### config.mk
export PLATFORM = sky130hd
export DESIGN_NAME = fir_out_requant
export DESIGN_NICKNAME = d
export VERILOG_FILES = /design/src/rtl/fir_out_requant.sv
export SDC_FILE = /design/constraint.sdc
export NUM_CORES = 1
export LEC_CHECK = 0
export CORE_ASPECT_RATIO = 0.75
export CORE_MARGIN = 4
export CORE_UTILIZATION = 45
export CTS_BUF_LIST = sky130_fd_sc_hd__clkbuf_8 sky130_fd_sc_hd__clkbuf_16
export CTS_CLUSTER_SIZE = 14
export DETAILED_ROUTE_END_ITERATION = 8
export GPL_TIMING_DRIVEN = 0
export SYNTH_ARGS = -nofsm -noshare
export SYNTH_HDL_FRONTEND = slang
export SYNTH_SLANG_ARGS = --single-unit
### constraint.sdc
create_clock -name clk -period 7 [get_ports clk]
set_input_delay 1.05 -clock clk [delete_from_list [all_inputs] [get_ports clk]]
set_output_delay 1.05 -clock clk [all_outputs]
set_load 0.01 [all_outputs]
### src/rtl/fir_out_requant.sv
// fir_out_requant
//   Sink-side requantizer for the FIR filter output stream. Takes the full-width
//   (DATA_W+GAIN_W) filter sample, rounds/truncates and arithmetic-shifts it,
//   saturates to DATA_W and queues the result in a show-ahead FIFO drained by a
//   valid/ready consumer. Reports FIFO overflow (sticky) and counts clipped samples.
//
//   Build option: define FIR_REQUANT_ROUND_EN for round-half-up before the shift;
//   otherwise the shift truncates (floor toward -inf). Latency is 3 clocks either way.
//
// Ports
//   clk        in   rising-edge clock
//   rst_n      in   asynchronous active-low reset
//   valid_in   in   data_in carries a valid sample this cycle
//   data_in    in   signed filter output sample, IN_W bits
//   out_ready  in   downstream accepts data_out this cycle
//   clr_ovf    in   synchronous clear of the overflow flag
//   valid_out  out  FIFO non-empty, data_out valid
//   data_out   out  signed requantized sample at FIFO head, DATA_W bits
//   level      out  FIFO occupancy 0..DEPTH
//   overflow   out  sticky: a sample was dropped on a full FIFO
//   sat_cnt    out  saturating count of clipped samples

module fir_out_requant #(
  parameter int DATA_W = 16,
  parameter int GAIN_W = 4,
  parameter int SHIFT  = 2,
  parameter int DEPTH  = 8,
  localparam int IN_W  = DATA_W + GAIN_W,
  localparam int LVL_W = $clog2(DEPTH) + 1
) (
  input  logic              clk,
  input  logic              rst_n,
  input  logic              valid_in,
  input  logic [IN_W-1:0]   data_in,
  input  logic              out_ready,
  input  logic              clr_ovf,
  output logic              valid_out,
  output logic [DATA_W-1:0] data_out,
  output logic [LVL_W-1:0]  level,
  output logic              overflow,
  output logic [15:0]       sat_cnt
);

  localparam int PTR_W  = $clog2(DEPTH);
  // One extra bit so the rounding add can never wrap.
  localparam int RW     = IN_W + 1;
  localparam int RND_SH = (SHIFT > 0) ? SHIFT - 1 : 0;

`ifdef FIR_REQUANT_ROUND_EN
  localparam logic [RW-1:0] RND = (SHIFT > 0) ? (RW'(1) << RND_SH) : '0;
`else
  localparam logic [RW-1:0] RND = '0;
`endif

  localparam logic signed [RW-1:0] SAT_MAX = {{(RW-DATA_W+1){1'b0}}, {(DATA_W-1){1'b1}}};
  localparam logic signed [RW-1:0] SAT_MIN = {{(RW-DATA_W+1){1'b1}}, {(DATA_W-1){1'b0}}};
  localparam logic [DATA_W-1:0]    OUT_MAX = {1'b0, {(DATA_W-1){1'b1}}};
  localparam logic [DATA_W-1:0]    OUT_MIN = {1'b1, {(DATA_W-1){1'b0}}};

  // ---------------------------------------------------------------------------
  // Pipeline registers
  // ---------------------------------------------------------------------------
  logic                 s1_vld_q, s1_vld_d;
  logic signed [RW-1:0] s1_q, s1_d;
  logic                 s2_vld_q, s2_vld_d;
  logic [DATA_W-1:0]    s2_q, s2_d;
  logic [15:0]          sat_cnt_q, sat_cnt_d;

  // ---------------------------------------------------------------------------
  // FIFO state
  // ---------------------------------------------------------------------------
  logic [DATA_W-1:0] mem_q [DEPTH];
  logic [PTR_W-1:0]  wr_ptr_q, wr_ptr_d;
  logic [PTR_W-1:0]  rd_ptr_q, rd_ptr_d;
  logic [LVL_W-1:0]  level_q, level_d;
  logic              overflow_q, overflow_d;
  // Last popped value; presented while empty so data_out holds.
  logic [DATA_W-1:0] hold_q, hold_d;

  logic signed [RW-1:0] r_sum;
  logic                 clip;
  logic                 full;
  logic                 pop;
  logic                 wr_en;
  logic                 drop;

  // Stage 1: round-add on the widened sample, then arithmetic shift.
  always_comb begin
    r_sum    = $signed({data_in[IN_W-1], data_in}) + $signed(RND);
    s1_d     = r_sum >>> SHIFT;
    s1_vld_d = valid_in;
  end

  // Stage 2: clip to the DATA_W signed range and count clipped samples.
  always_comb begin
    clip     = 1'b0;
    s2_d     = s1_q[DATA_W-1:0];
    s2_vld_d = s1_vld_q;
    if (s1_q > SAT_MAX) begin
      clip = 1'b1;
      s2_d = OUT_MAX;
    end else if (s1_q < SAT_MIN) begin
      clip = 1'b1;
      s2_d = OUT_MIN;
    end
    sat_cnt_d = sat_cnt_q;
    if (s1_vld_q && clip && (sat_cnt_q != 16'hFFFF)) begin
      sat_cnt_d = sat_cnt_q + 16'd1;
    end
  end

  // Stage 3: FIFO write/pop bookkeeping. A full FIFO still accepts a write
  // when the head is popped in the same cycle.
  always_comb begin
    full  = (level_q == LVL_W'(DEPTH));
    pop   = (level_q != '0) && out_ready;
    wr_en = s2_vld_q && (!full || pop);
    drop  = s2_vld_q && full && !pop;

    wr_ptr_d = wr_en ? wr_ptr_q + PTR_W'(1) : wr_ptr_q;
    rd_ptr_d = pop   ? rd_ptr_q + PTR_W'(1) : rd_ptr_q;
    hold_d   = pop   ? mem_q[rd_ptr_q]      : hold_q;

    level_d = level_q;
    case ({wr_en, pop})
      2'b10:   level_d = level_q + LVL_W'(1);
      2'b01:   level_d = level_q - LVL_W'(1);
      default: level_d = level_q;
    endcase

    // A drop in the same cycle as a clear keeps the flag set.
    overflow_d = overflow_q;
    if (drop) begin
      overflow_d = 1'b1;
    end else if (clr_ovf) begin
      overflow_d = 1'b0;
    end
  end

  always_ff @(posedge clk or negedge rst_n) begin
    if (!rst_n) begin
      s1_vld_q   <= 1'b0;
      s1_q       <= '0;
      s2_vld_q   <= 1'b0;
      s2_q       <= '0;
      sat_cnt_q  <= '0;
      wr_ptr_q   <= '0;
      rd_ptr_q   <= '0;
      level_q    <= '0;
      overflow_q <= 1'b0;
      hold_q     <= '0;
    end else begin
      s1_vld_q   <= s1_vld_d;
      s1_q       <= s1_d;
      s2_vld_q   <= s2_vld_d;
      s2_q       <= s2_d;
      sat_cnt_q  <= sat_cnt_d;
      wr_ptr_q   <= wr_ptr_d;
      rd_ptr_q   <= rd_ptr_d;
      level_q    <= level_d;
      overflow_q <= overflow_d;
      hold_q     <= hold_d;
    end
  end

  // Storage needs no reset: entries are only visible once written.
  always_ff @(posedge clk) begin
    if (wr_en) begin
      mem_q[wr_ptr_q] <= s2_q;
    end
  end

  assign valid_out = (level_q != '0);
  assign data_out  = valid_out ? mem_q[rd_ptr_q] : hold_q;
  assign level     = level_q;
  assign overflow  = overflow_q;
  assign sat_cnt   = sat_cnt_q;

endmodule
[Word-level counts from Yosys, hierarchy flattened]
Memory sizes are Yosys's and may differ from the RTL's.
Index checks and enable logic that the tools add are counted.
Storage, ports and cells
  register bits after elaboration: 79
  latch bits: 0
  memory bits (writable): 128
  bits in read-only memories: 0
  bits of input ports: 25
  output and inout port bits: 38
  logic and storage cells: 44
  memories kept: 1
Memory list
  mem_q: depth 8, width 16, read ports 1, clocked after Yosys merged registers in 0, wr ports 1, RTL line 72  | logic [DATA_W-1:0] mem_q [DEPTH];
Cells by class
  add/sub/neg operators: 5
  $mul: 0
  divide/modulo/power cells: 0
  $lt $le $gt $ge: 2
  eq/ne operators: 4
  shifts and indexed selects: 0
  multiplexer cells: 10
  bitwise logic cells: 0
  reductions and logical operators: 12
Operator list (count)
  16-bit 2-to-1 mux: 3
  18-bit by 16-bit > comparator with 1-bit output, second input constant: 1
  18-bit by 16-bit less-than comparator with 1-bit output, second input constant: 1
  16-bit by 1-bit adder with 16-bit output, second input constant: 1
  16-bit != test, second input constant: 1
  4-bit one-hot mux with 2 select lines: 1
  3-bit by 1-bit adder with 3-bit output, second input constant: 2
  1-bit logical AND: 6
  1-bit 2-to-1 mux: 6
  4-bit by 1-bit adder with 4-bit output, second input constant: 1
  4-bit == test, second input constant: 1
  2-bit nonzero test: 2
  4-bit nonzero test: 1
  4-bit by 1-bit subtractor with 4-bit output, second input constant: 1
  2-bit by 1-bit == test with 1-bit output, second input constant: 1
  2-bit == test, second input constant: 1
  1-bit zero test: 2
  1-bit logical OR: 1

[Longest topological paths before layout]
Gate-level depths: netlist of the first run.
  depth after elaboration: 6
  depth in mapped cells: 10
  mapped depth without buffers: 9

[Least setup slack after synthesis of the first run]
OpenSTA, ideal clock, no wires.
  path kind: input port to flip-flop
  start point: input out_ready
  end point: memory mem_q[1][0], enable pin
  library setup time: 409 ps
  data arrival time: 2703 ps
  required time: 6591 ps
  slack: 3887 ps
  stages: 4
  buffers on the path: 0
  cells stage by stage: nand2b_1 o21ai_2 or2_2 nor3_1
On the way
  word-level cells in the longest chain between the ends: 5
Ends and longest elaborated chain
  start: declaration: RTL line 35  | input logic out_ready,
  1-bit logical AND: RTL line 116  | pop = (level_q != '0) && out_ready;
  1-bit logical OR: RTL line 117  | wr_en = s2_vld_q && (!full || pop);
  1-bit logical AND: RTL line 117
  1-bit 2-to-1 mux: RTL line 168  | if (wr_en) begin
  1-bit 2-to-1 mux (implied by the code): RTL line 169  | mem_q[wr_ptr_q] <= s2_q;
  end: declaration: RTL line 72
No other way between the ends.

[Worst setup path in the final report of the first run]
  start point: register rd_ptr_q[0]
  end point: output data_out[3]
On the way
  word-level cells in the longest chain between the ends: 2
Ends and longest elaborated chain
  start: declaration: RTL line 74  | logic [PTR_W-1:0] rd_ptr_q, rd_ptr_d;
  start signal: assignment: RTL line 159  | rd_ptr_q <= rd_ptr_d;
  memory 8 x 16 bit
  16-bit 2-to-1 mux: RTL line 174  | assign data_out = valid_out ? mem_q[rd_ptr_q] : hold_q;
  end: declaration: RTL line 38  | output logic [DATA_W-1:0] data_out,
No other way between the ends.

==> qor.txt, run 1 <==
Final Hold Fails: 0
initial DRC count: 390
number of global-route vias before repair: 4,671
Final WS setup: 3.064 ns
Setup Buffers After CTS: 0
Synth area leaders: edfxtp_1, dfrtp_1, mux4_2
drt first pass iters: 4
crit path max fanout: 10
Relative slew margins: 0.3749
DP Area: 0.009366 mm²
antenna violations before repair: 0
Max Fclk: 254.1 MHz
sequential fraction of the synthesis area: 0.7003
Die Y: 125.7 µm
Inserted Diodes: 0
switching power: 0.001190 W
status: complete, no violations
wire per inst: 18.05 µm
async set-reset flop share out of synthesis: 0.3816
RSZ-0062 raised after global routing: false
Detailed Route WL: 15.90 mm
Final Util: 0.5588
top cell type's share of synthesized area: 0.4624
required time of the critical path: 5.95 ns
worst IR drop on VDD: 0.0001840 V
Total Nets Final: 657
CTS buffer count: 21
hold crit path type: input pin to asynchronous set/reset pin
RD Place Congestion: 0.7967
Worst R2R Path Depth: 10
DRT antenna net count: 0
PD cells: 392.8 mW/mm²
Synth Instances: 533
hold_buf cts: 0
synthesized flop and latch total: 207
cell-internal power: 0.002732 W
Cell Area, Synth: 0.008312 mm²
number of synthesized flops with an enable pin: 128
Period minus WS final: 3.936 ns
Reg power frac: 0.420
Design Area, Final: 0.009983 mm²
Die X: 164.9 µm
Vias/cell: 5.200
worst slew pin tran: 0.9326 ns
Tcrit/Tclk final: 0.5623
pin count of the biggest net entering global routing: 59
clock root cell: clkbuf_16
vias post-DR: 4,581
Top-Level Pins: 63
row count: 42
TNS Setup: 0 ns
Clock Sinks: 207
Layout area overhead: 20.11%
leak pwr: 3.821 nW
GRT Total Usage: 0.1578
Yosys top cell by area: edfxtp_1
most frequent cells after synthesis: edfxtp_1, dfrtp_1, nor2_1, nand2_1
post_cts resized: 0
Syn Nets: 565
clock share of power: 0.255
PortBufs: 60
htree depth: 1
share of cells above drive strength 1: 0.1831
count leader, synth: edfxtp_1
die area: 0.02073 mm²
Setup WS pre-CTS: 3.423 ns
GRT Residual Overflow: 0
CTS tree: built
Worst EP arrival: 2.89 ns
startpoint types: flop
Max Buffers Root-to-Sink: 3
Initial Util: 0.4652
global-route wire length before repair: 25.54 mm
clk_lat worst skew: 0.49 ns
Net Sw Frac: 0.3034
Overall Power: 0.003922 W
type of the worst setup path: flop to primary output
final setup fails: 0
max-cap viol count: 0
combinational share of power: 0.325
Critical Path Sink Type: primary output
DRC violations left: 0
Crit. Startpoint: rd_ptr_q[0]$_DFFE_PN0N_
synth warn: 0
Clock Skews: 0.006983 ns
FF-to-FF Start: level[0]$_DFFE_PN0P_
total core area: 0.01787 mm²
CTS clk-pin slew, worst paths: 0.06 ns
Avg Cell Area, Syn: 15.59 µm²
DP Wirelength: 11.18 mm
Distinct cells, synth: 45
Synth Flop Type: edfxtp_1
fin. max-slew vios: 0
[cell families (layout without fill, tap and decap cells)]
| kind of cell | Yosys count | count (layout) | synth area share |
|---|---|---|---|
| compound gates | 52 | 52 | 0.03252 |
| xor+xnor | 21 | 21 | 0.02213 |
| fa+ha+maj | 7 | 7 | 0.01144 |
| buf+inv | 36 | 142 | 0.02424 |
| flops | 207 | 207 | 0.7003 |
| mux | 52 | 52 | 0.1115 |
| simple gates | 158 | 158 | 0.09785 |
[worst paths after layout]
| check | end | slack, ns |
|---|---|---|
| max reg2reg | level[3]$_DFFE_PN0P_ | 4.26 |
| max in group asynchronous | s1_q[7]$_DFF_PN0_ | 5.95 |
| max | data_out[3] | 3.06 |
| min in group clk | hold_q[0]$_DFFE_PN0N_ | 0.48 |
| min | s2_vld_q$_DFF_PN0_ | 0.46 |
| min reg2reg | hold_q[0]$_DFFE_PN0N_ | 0.48 |
[flip-flops by register name (all words and copies together), names as in the netlist]
| name | count |
|---|---|
| s2_q | 16 |
| hold_q | 16 |
| sat_cnt | 16 |
| wr_ptr_q | 3 |
| s1_vld_q | 1 |
| overflow | 1 |
| mem_q | 128 |
| s2_vld_q | 1 |
| s1_q | 18 |
| level | 4 |
| rd_ptr_q | 3 |
[layer usage]
metal  track usage  wire length [µm]
met1        0.2365              7433
met2        0.2436              7285
met3       0.03364               958
met4       0.02885               220
met5             0                 0
[through the flow]
step                      instances  hold slack (ns)
after global routing            881           0.4636
after global placement          835           0.4617
after CTS                       881           0.4533
after floorplan                 533           0.4488
after detailed placement        844           0.4705
final                           881           0.4597
[power by group through the flow]
stage | sequential [W] | clock, W | combinational, W
after floorplan | 0.00165 | 0 | 0.000759
after global placement | 0.00166 | 0 | 0.00123
after detailed placement | 0.00167 | 0 | 0.00129
after CTS | 0.00165 | 0.00103 | 0.00130
after global routing | 0.00167 | 0.00108 | 0.00140
final | 0.00165 | 0.000998 | 0.00128
[critical path: stages (launching register included)]
cell and delay [ns]:
dfrtp_1 0.37, buf_2 0.26, buf_6 0.23, mux4_2 0.54, mux2i_1 0.38, a21oi_1 0.13
clkdlybuf4s50_1 0.49
[cell usage in the layout, fill, tap and decap left out, drive strengths merged, types with 3 or more instances in the layout]
master,Yosys,layout
o21ai,18,18
dfrtp,79,79
nand2,47,47
nor2,72,72
a21oi,32,32
xnor2,4,4
and3,4,4
clkbuf,9,31
buf,19,29
nand3,5,5
nor4b,3,3
clkdlybuf4s50,0,59
clkinv,0,5
mux4,32,32
edfxtp,128,128
inv,8,18
nand4,6,6
nor3,6,6
nand2b,4,4
ha,6,6
xor2,17,17
nor4,6,6
mux2i,18,18
[layout make-up]
type / instances / area, µm²
tap: 242 / 302.8
clock inverter: 15 / 66.31
fill: 1429 / 7884
buffer: 28 / 171.4
multi-input combinational: 290 / 2315
timing repair buffer: 69 / 726.9
clock buffer: 22 / 550.5
sequential: 207 / 5821
inverter: 8 / 30.03
Power figures use the tool's default switching activity.
==> run 2, diff against run 1 <==
--- a/config.mk
+++ b/config.mk
@@ -12,6 +12,7 @@
 export CTS_CLUSTER_SIZE = 14
 export DETAILED_ROUTE_END_ITERATION = 8
 export GPL_TIMING_DRIVEN = 0
+export PLACE_DENSITY = 0.66
 export SYNTH_ARGS = -nofsm -noshare
 export SYNTH_HDL_FRONTEND = slang
 export SYNTH_SLANG_ARGS = --single-unit
==> constraint.sdc (replaced) <==
create_clock -name clk -period 3.3 [get_ports clk]
set_input_delay 0.495 -clock clk [delete_from_list [all_inputs] [get_ports clk]]
set_output_delay 0.495 -clock clk [all_outputs]
set_load 0.01 [all_outputs]
==> run 2 against run 1 <==
  * First-iteration DRC count is 21% lower
  * Sequential share of layout area decreased by 1.1 points
  * Sequential cell count stayed put
  * Non-clock buffer count increased by 2
  * Design area is 1.9% higher
  * Global-route usage rose by 0.50 points
  * Setup slack worse by 3.0 ns
  * Critical path type unchanged
==> qor.txt, run 2 (synthesized netlist as in run 1, its figures left out) <==
status: complete, no violations
startpoint types: flop
Vias/cell: 5.193
leak pwr: 3.825 nW
CTS clk-pin slew, worst paths: 0.06 ns
busiest grt layer: met2
max-cap viol count: 0
DRC violations left: 0
Critical Path Sink Type: primary output
Detailed Route WL: 16.30 mm
DP Area: 0.009393 mm²
WHS Path Cells: 1
number of global-route vias before repair: 4,831
Initial Util: 0.4652
Top-Level Pins: 63
Worst EP arrival: 2.70 ns
Layout fillers: 1,401
PortBufs: 60
FF-to-FF Start: level[0]$_DFFE_PN0P_
crit path max fanout: 10
vias post-DR: 4,591
CTS tree: built
clock share of power: 0.260
combinational share of power: 0.337
RSZ-0062 raised after global routing: false
GRT Total Usage: 0.1627
Clock Sinks: 207
switching power: 0.002654 W
Layout area overhead: 22.34%
drt first pass iters: 4
commonest non-fill, non-tap cell in the layout: edfxtp_1
R2R setup slack: 0.60 ns
hold crit path type: input pin to flop
share of cells above drive strength 1: 0.2040
Relative slew margins: 0.6569
initial DRC count: 307
max reg flops: 128
type of the worst setup path: flop to primary output
GRT Residual Overflow: 0
Final Util: 0.5691
Final Hold Fails: 0
clock root cell: clkbuf_16
CTS buffer count: 21
worst slew pin tran: 0.5119 ns
die area: 0.02073 mm²
Crit. Startpoint: rd_ptr_q[0]$_DFFE_PN0N_
pin count of the biggest net entering global routing: 44
worst IR drop on VDD: 0.0005765 V
GR met1 Demand/Resource: 0.2457
Design Area, Final: 0.01017 mm²
cell-internal power: 0.006056 W
PD cells: 856.5 mW/mm²
Max Buffers Root-to-Sink: 3
Tcrit/Tclk final: 0.9694
final setup fails: 0
required time of the critical path: 2.80 ns
top flop regs: mem_q: 128 flops, s1_q: 18 flops
met2 Use GR: 0.2544
htree depth: 1
total core area: 0.01787 mm²
fin. max-slew vios: 0
Die Y: 125.7 µm
Reg with most FFs: mem_q
r2r endpoint: level[3]$_DFFE_PN0P_
row count: 42
Inserted Diodes: 0
Max Fclk: 312.6 MHz
Reg power frac: 0.404
RD Place Congestion: 0.7747
Die X: 164.9 µm
Global Route met3 Usage: 0.02351
Period minus WS final: 3.199 ns
Critical Path End: data_out[5]
antenna violations before repair: 0
clk_lat worst skew: 0.49 ns
wire per inst: 18.44 µm
Total Nets Final: 659
DP Wirelength: 11.44 mm
Net Sw Frac: 0.3047
global-route wire length before repair: 26.41 mm
Clock Skews: 0.01033 ns
TNS Setup: 0 ns
commonest non-fill, non-tap cells in the layout: edfxtp_1, dfrtp_1, nor2_1
Worst R2R Path Depth: 10
DRT antenna net count: 0
run 2: cell count changes in the layout (fill, tap and decap cells not counted), sizes merged:
cell         previous run  this run
buf                    29        28
bufinv                  0         2
clkbuf                 31        32
clkinv                  5         7
clkinvlp                0         2
dlygate4sd3             0         1
inv                    18        14
run 2: worst max-delay path, stage by stage, from the launching register on:
cell	delay (ns)
dfrtp_1	0.38
buf_4	0.21
buf_8	0.19
mux4_2	0.54
mux2i_2	0.28
a21oi_1	0.12
clkdlybuf4s50_1	0.48
run 2: per-layer routing:
metal,wire (µm),vias to the layer above
met5,0,-
met4,288,0
met3,997,21
met2,7518,120
met1,7497,2303
li1,-,2147
run 2: through the flow:
| stage | total power (W) | cells | setup slack [ns] | hold WS, ns |
|---|---|---|---|---|
| after floorplan | 0.005106 | 533 | 0.7405 | 0.1994 |
| after global placement | 0.006126 | 835 | -1.005 | 0.4612 |
| after detailed placement | 0.006313 | 846 | 0.3943 | 0.4745 |
| after CTS | 0.008662 | 885 | -0.03113 | 0.4221 |
| after global routing | 0.009177 | 884 | 0.003866 | 0.4278 |
| final | 0.008710 | 884 | 0.1011 | 0.4364 |
run 2: timing repair:
action | in CTS | in global routing
gates resized for setup | 8 | 14
hold endpoints to repair | 30 | 0
setup endpoints to repair | 10 | 16
hold buffers | 1 | 0
buffers inserted | 0 | 0
run 2: worst min path at each step:
stage / start / endpoint / slack, ns
2_1_floorplan: rst_n / hold_q[0]$_DFFE_PN0N_ / 0.20
3_3_place_gp: hold_q[13]$_DFFE_PN0N_ / hold_q[13]$_DFFE_PN0N_ / 0.46
5_1_grt: data_in[9] / s1_q[7]$_DFF_PN0_ / 0.43
6_report: data_in[15] / s1_q[13]$_DFF_PN0_ / 0.44
3_5_place_dp: hold_q[5]$_DFFE_PN0N_ / hold_q[5]$_DFFE_PN0N_ / 0.47
4_1_cts: data_in[15] / s1_q[13]$_DFF_PN0_ / 0.42
run 2: final cells by class:
type | instances | area [µm²] | share of cell area
inverters | 8 | 30.03 | 0.002953
clock inverters | 17 | 136.4 | 0.01341
repair buffers | 72 | 763.2 | 0.07506
flip-flops and latches | 207 | 5821 | 0.5724
plain buffers | 27 | 185.2 | 0.01821
multi-input cells | 290 | 2405 | 0.2365
well taps | 242 | 302.8 | 0.02978
clock buffers | 21 | 525.5 | 0.05168
run 2: power groups by stage:
stage	Clock (W)	Sequential, W	Combinational, W
finish	0.00226	0.00351	0.00293
global route	0.00243	0.00357	0.00317
CTS	0.00232	0.00350	0.00284
detailed placement	0	0.00355	0.00276
global placement	0	0.00351	0.00261
floorplan	0	0.00350	0.00161
==> run 3, diff against run 2 <==
--- a/config.mk
+++ b/config.mk
@@ -13,6 +13,7 @@
 export DETAILED_ROUTE_END_ITERATION = 8
 export GPL_TIMING_DRIVEN = 0
 export PLACE_DENSITY = 0.66
+export SKIP_LAST_GASP = 1
 export SYNTH_ARGS = -nofsm -noshare
 export SYNTH_HDL_FRONTEND = slang
 export SYNTH_SLANG_ARGS = --single-unit
==> run 3 against run 2 <==
  * Clock power hardly changed
  * Maximum frequency is 0.11% higher
  * Critical path depth did not move
  * Critical endpoint unchanged
  * Highest routed layer unchanged
==> qor.txt, run 3 (synthesized netlist as in run 1, its figures left out) <==
hold crit path type: input pin to flop
htree depth: 1
pin count of the biggest net entering global routing: 44
Top-Level Pins: 63
wire per inst: 18.38 µm
Worst EP arrival: 2.70 ns
global-route wire length before repair: 26.41 mm
share of cells above drive strength 1: 0.2040
row count: 42
final setup fails: 0
Detailed Route WL: 16.24 mm
required time of the critical path: 2.80 ns
Total Nets Final: 659
top flop regs: mem_q: 128 flops, s1_q: 18 flops
Relative slew margins: 0.6521
PortBufs: 60
GRT Total Usage: 0.1627
number of global-route vias before repair: 4,831
max-cap viol count: 0
Cells after DPL: 846
CTS tree: built
TNS Setup: 0 ns
Vias/cell: 5.164
drt first pass iters: 4
Layout Cells excl Fill: 884
type of the worst setup path: flop to primary output
Die Y: 125.7 µm
RD Place Congestion: 0.7747
worst IR drop on VDD: 0.0005777 V
DP Wirelength: 11.44 mm
startpoint types: flop
Final Util: 0.5686
status: complete, no violations
GRT Residual Overflow: 0
Inserted Diodes: 0
PD cells: 854.9 mW/mm²
initial DRC count: 296
Critical Path Sink Type: primary output
CTS clk-pin slew, worst paths: 0.06 ns
max reg flops: 128
clock root cell: clkbuf_16
Initial Util: 0.4652
commonest non-fill, non-tap cells in the layout: edfxtp_1, dfrtp_1, nor2_1
vias post-DR: 4,565
CTS buffer count: 21
Reg with most FFs: mem_q
register area: 0.005821 mm²
DRT antenna net count: 0
commonest non-fill, non-tap cell in the layout: edfxtp_1
Period minus WS final: 3.195 ns
antenna violations before repair: 0
crit path max fanout: 10
Layout area overhead: 22.23%
fin. max-slew vios: 0
Max Buffers Root-to-Sink: 3
leak pwr: 3.824 nW
WHS: 0.4374 ns
Multi-input gate area: 0.002396 mm²
Final Hold Fails: 0
DRC violations left: 0
Tcrit/Tclk final: 0.9682
Layout fillers: 1,402
worst slew pin tran: 0.5191 ns
Die X: 164.9 µm
die area: 0.02073 mm²
Clock Skews: 0.01025 ns
Max Fclk: 313.0 MHz
clk_lat worst skew: 0.49 ns
Clock Sinks: 207
RSZ-0062 raised after global routing: true
total core area: 0.01787 mm²
## run 3: cell types whose count changed in the layout (fill, tap and decap cells not counted)
cell | previous run | this run
mux2i_4 | 6 | 5
mux2i_2 | 4 | 5
## run 3: metrics by stage
| stage | area (µm²) | setup slack (ns) | power (W) |
|---|---|---|---|
| floorplan | 8312 | 0.7405 | 0.005106 |
| global placement | 9215 | -1.005 | 0.006126 |
| detailed placement | 9393 | 0.3943 | 0.006313 |
| CTS | 10090 | -0.03113 | 0.008662 |
| global route | 10160 | -0.03173 | 0.009160 |
| finish | 10160 | 0.1048 | 0.008685 |
## run 3: layout make-up
cell class                 count  share of cell area
sequential                   207              0.5729
timing repair buffer          72             0.07512
tap                          242             0.02980
multi-input combinational    290              0.2358
inverter                       8            0.002956
clock inverter                17             0.01342
buffer                        27             0.01823
clock buffer                  21             0.05172
## run 3: layer usage
layer  vias to the layer above  global-route usage  part of all wire
met4                         0             0.03619             0.018
met1                      2291              0.2457              0.47
met3                        21             0.02351             0.054
met5                         -                   0                 0
li1                       2145                   -                 -
met2                       108              0.2544              0.46
## run 3: power by group
group	total [W]	leakage, nW	internal, W	switching [W]
logic	0.00291	1.36	0.00149	0.00141
clock network	0.00226	0.333	0.00132	0.000941
registers	0.00351	2.13	0.00323	0.000283
## run 3: worst max-delay path, cell delays in order (launching register included)
cell and delay (ns):
dfrtp_1 0.38, buf_4 0.22, buf_8 0.19, mux4_2 0.54, mux2i_2 0.28, a21oi_1 0.12
clkdlybuf4s50_1 0.48
## run 3: final timing paths
| check | start | to | slack [ns] | cells after the start |
|---|---|---|---|---|
| worst min register to register | hold_q[5]$_DFFE_PN0N_ | hold_q[5]$_DFFE_PN0N_ | 0.49 | 2 |
| min in group asynchronous | rst_n | sat_cnt[3]$_DFFE_PN0P_ | 0.51 | 2 |
| worst max register to register | level[0]$_DFFE_PN0P_ | level[3]$_DFFE_PN0P_ | 0.60 | 10 |
| max in group asynchronous | rst_n | s1_q[5]$_DFF_PN0_ | 2.19 | 3 |
| worst max-delay path | rd_ptr_q[0]$_DFFE_PN0N_ | data_out[5] | 0.10 | 6 |
| worst min-delay path | data_in[15] | s1_q[13]$_DFF_PN0_ | 0.44 | 1 |
## run 3: what timing repair did
item | in CTS | in global routing
hold buffers | 1 | 0
gates resized for setup | 8 | 13
endpoints found under the setup margin | 10 | 16
setup buffers | 0 | 0
endpoints found under the hold margin | 30 | 0
pin swaps | 0 | 0
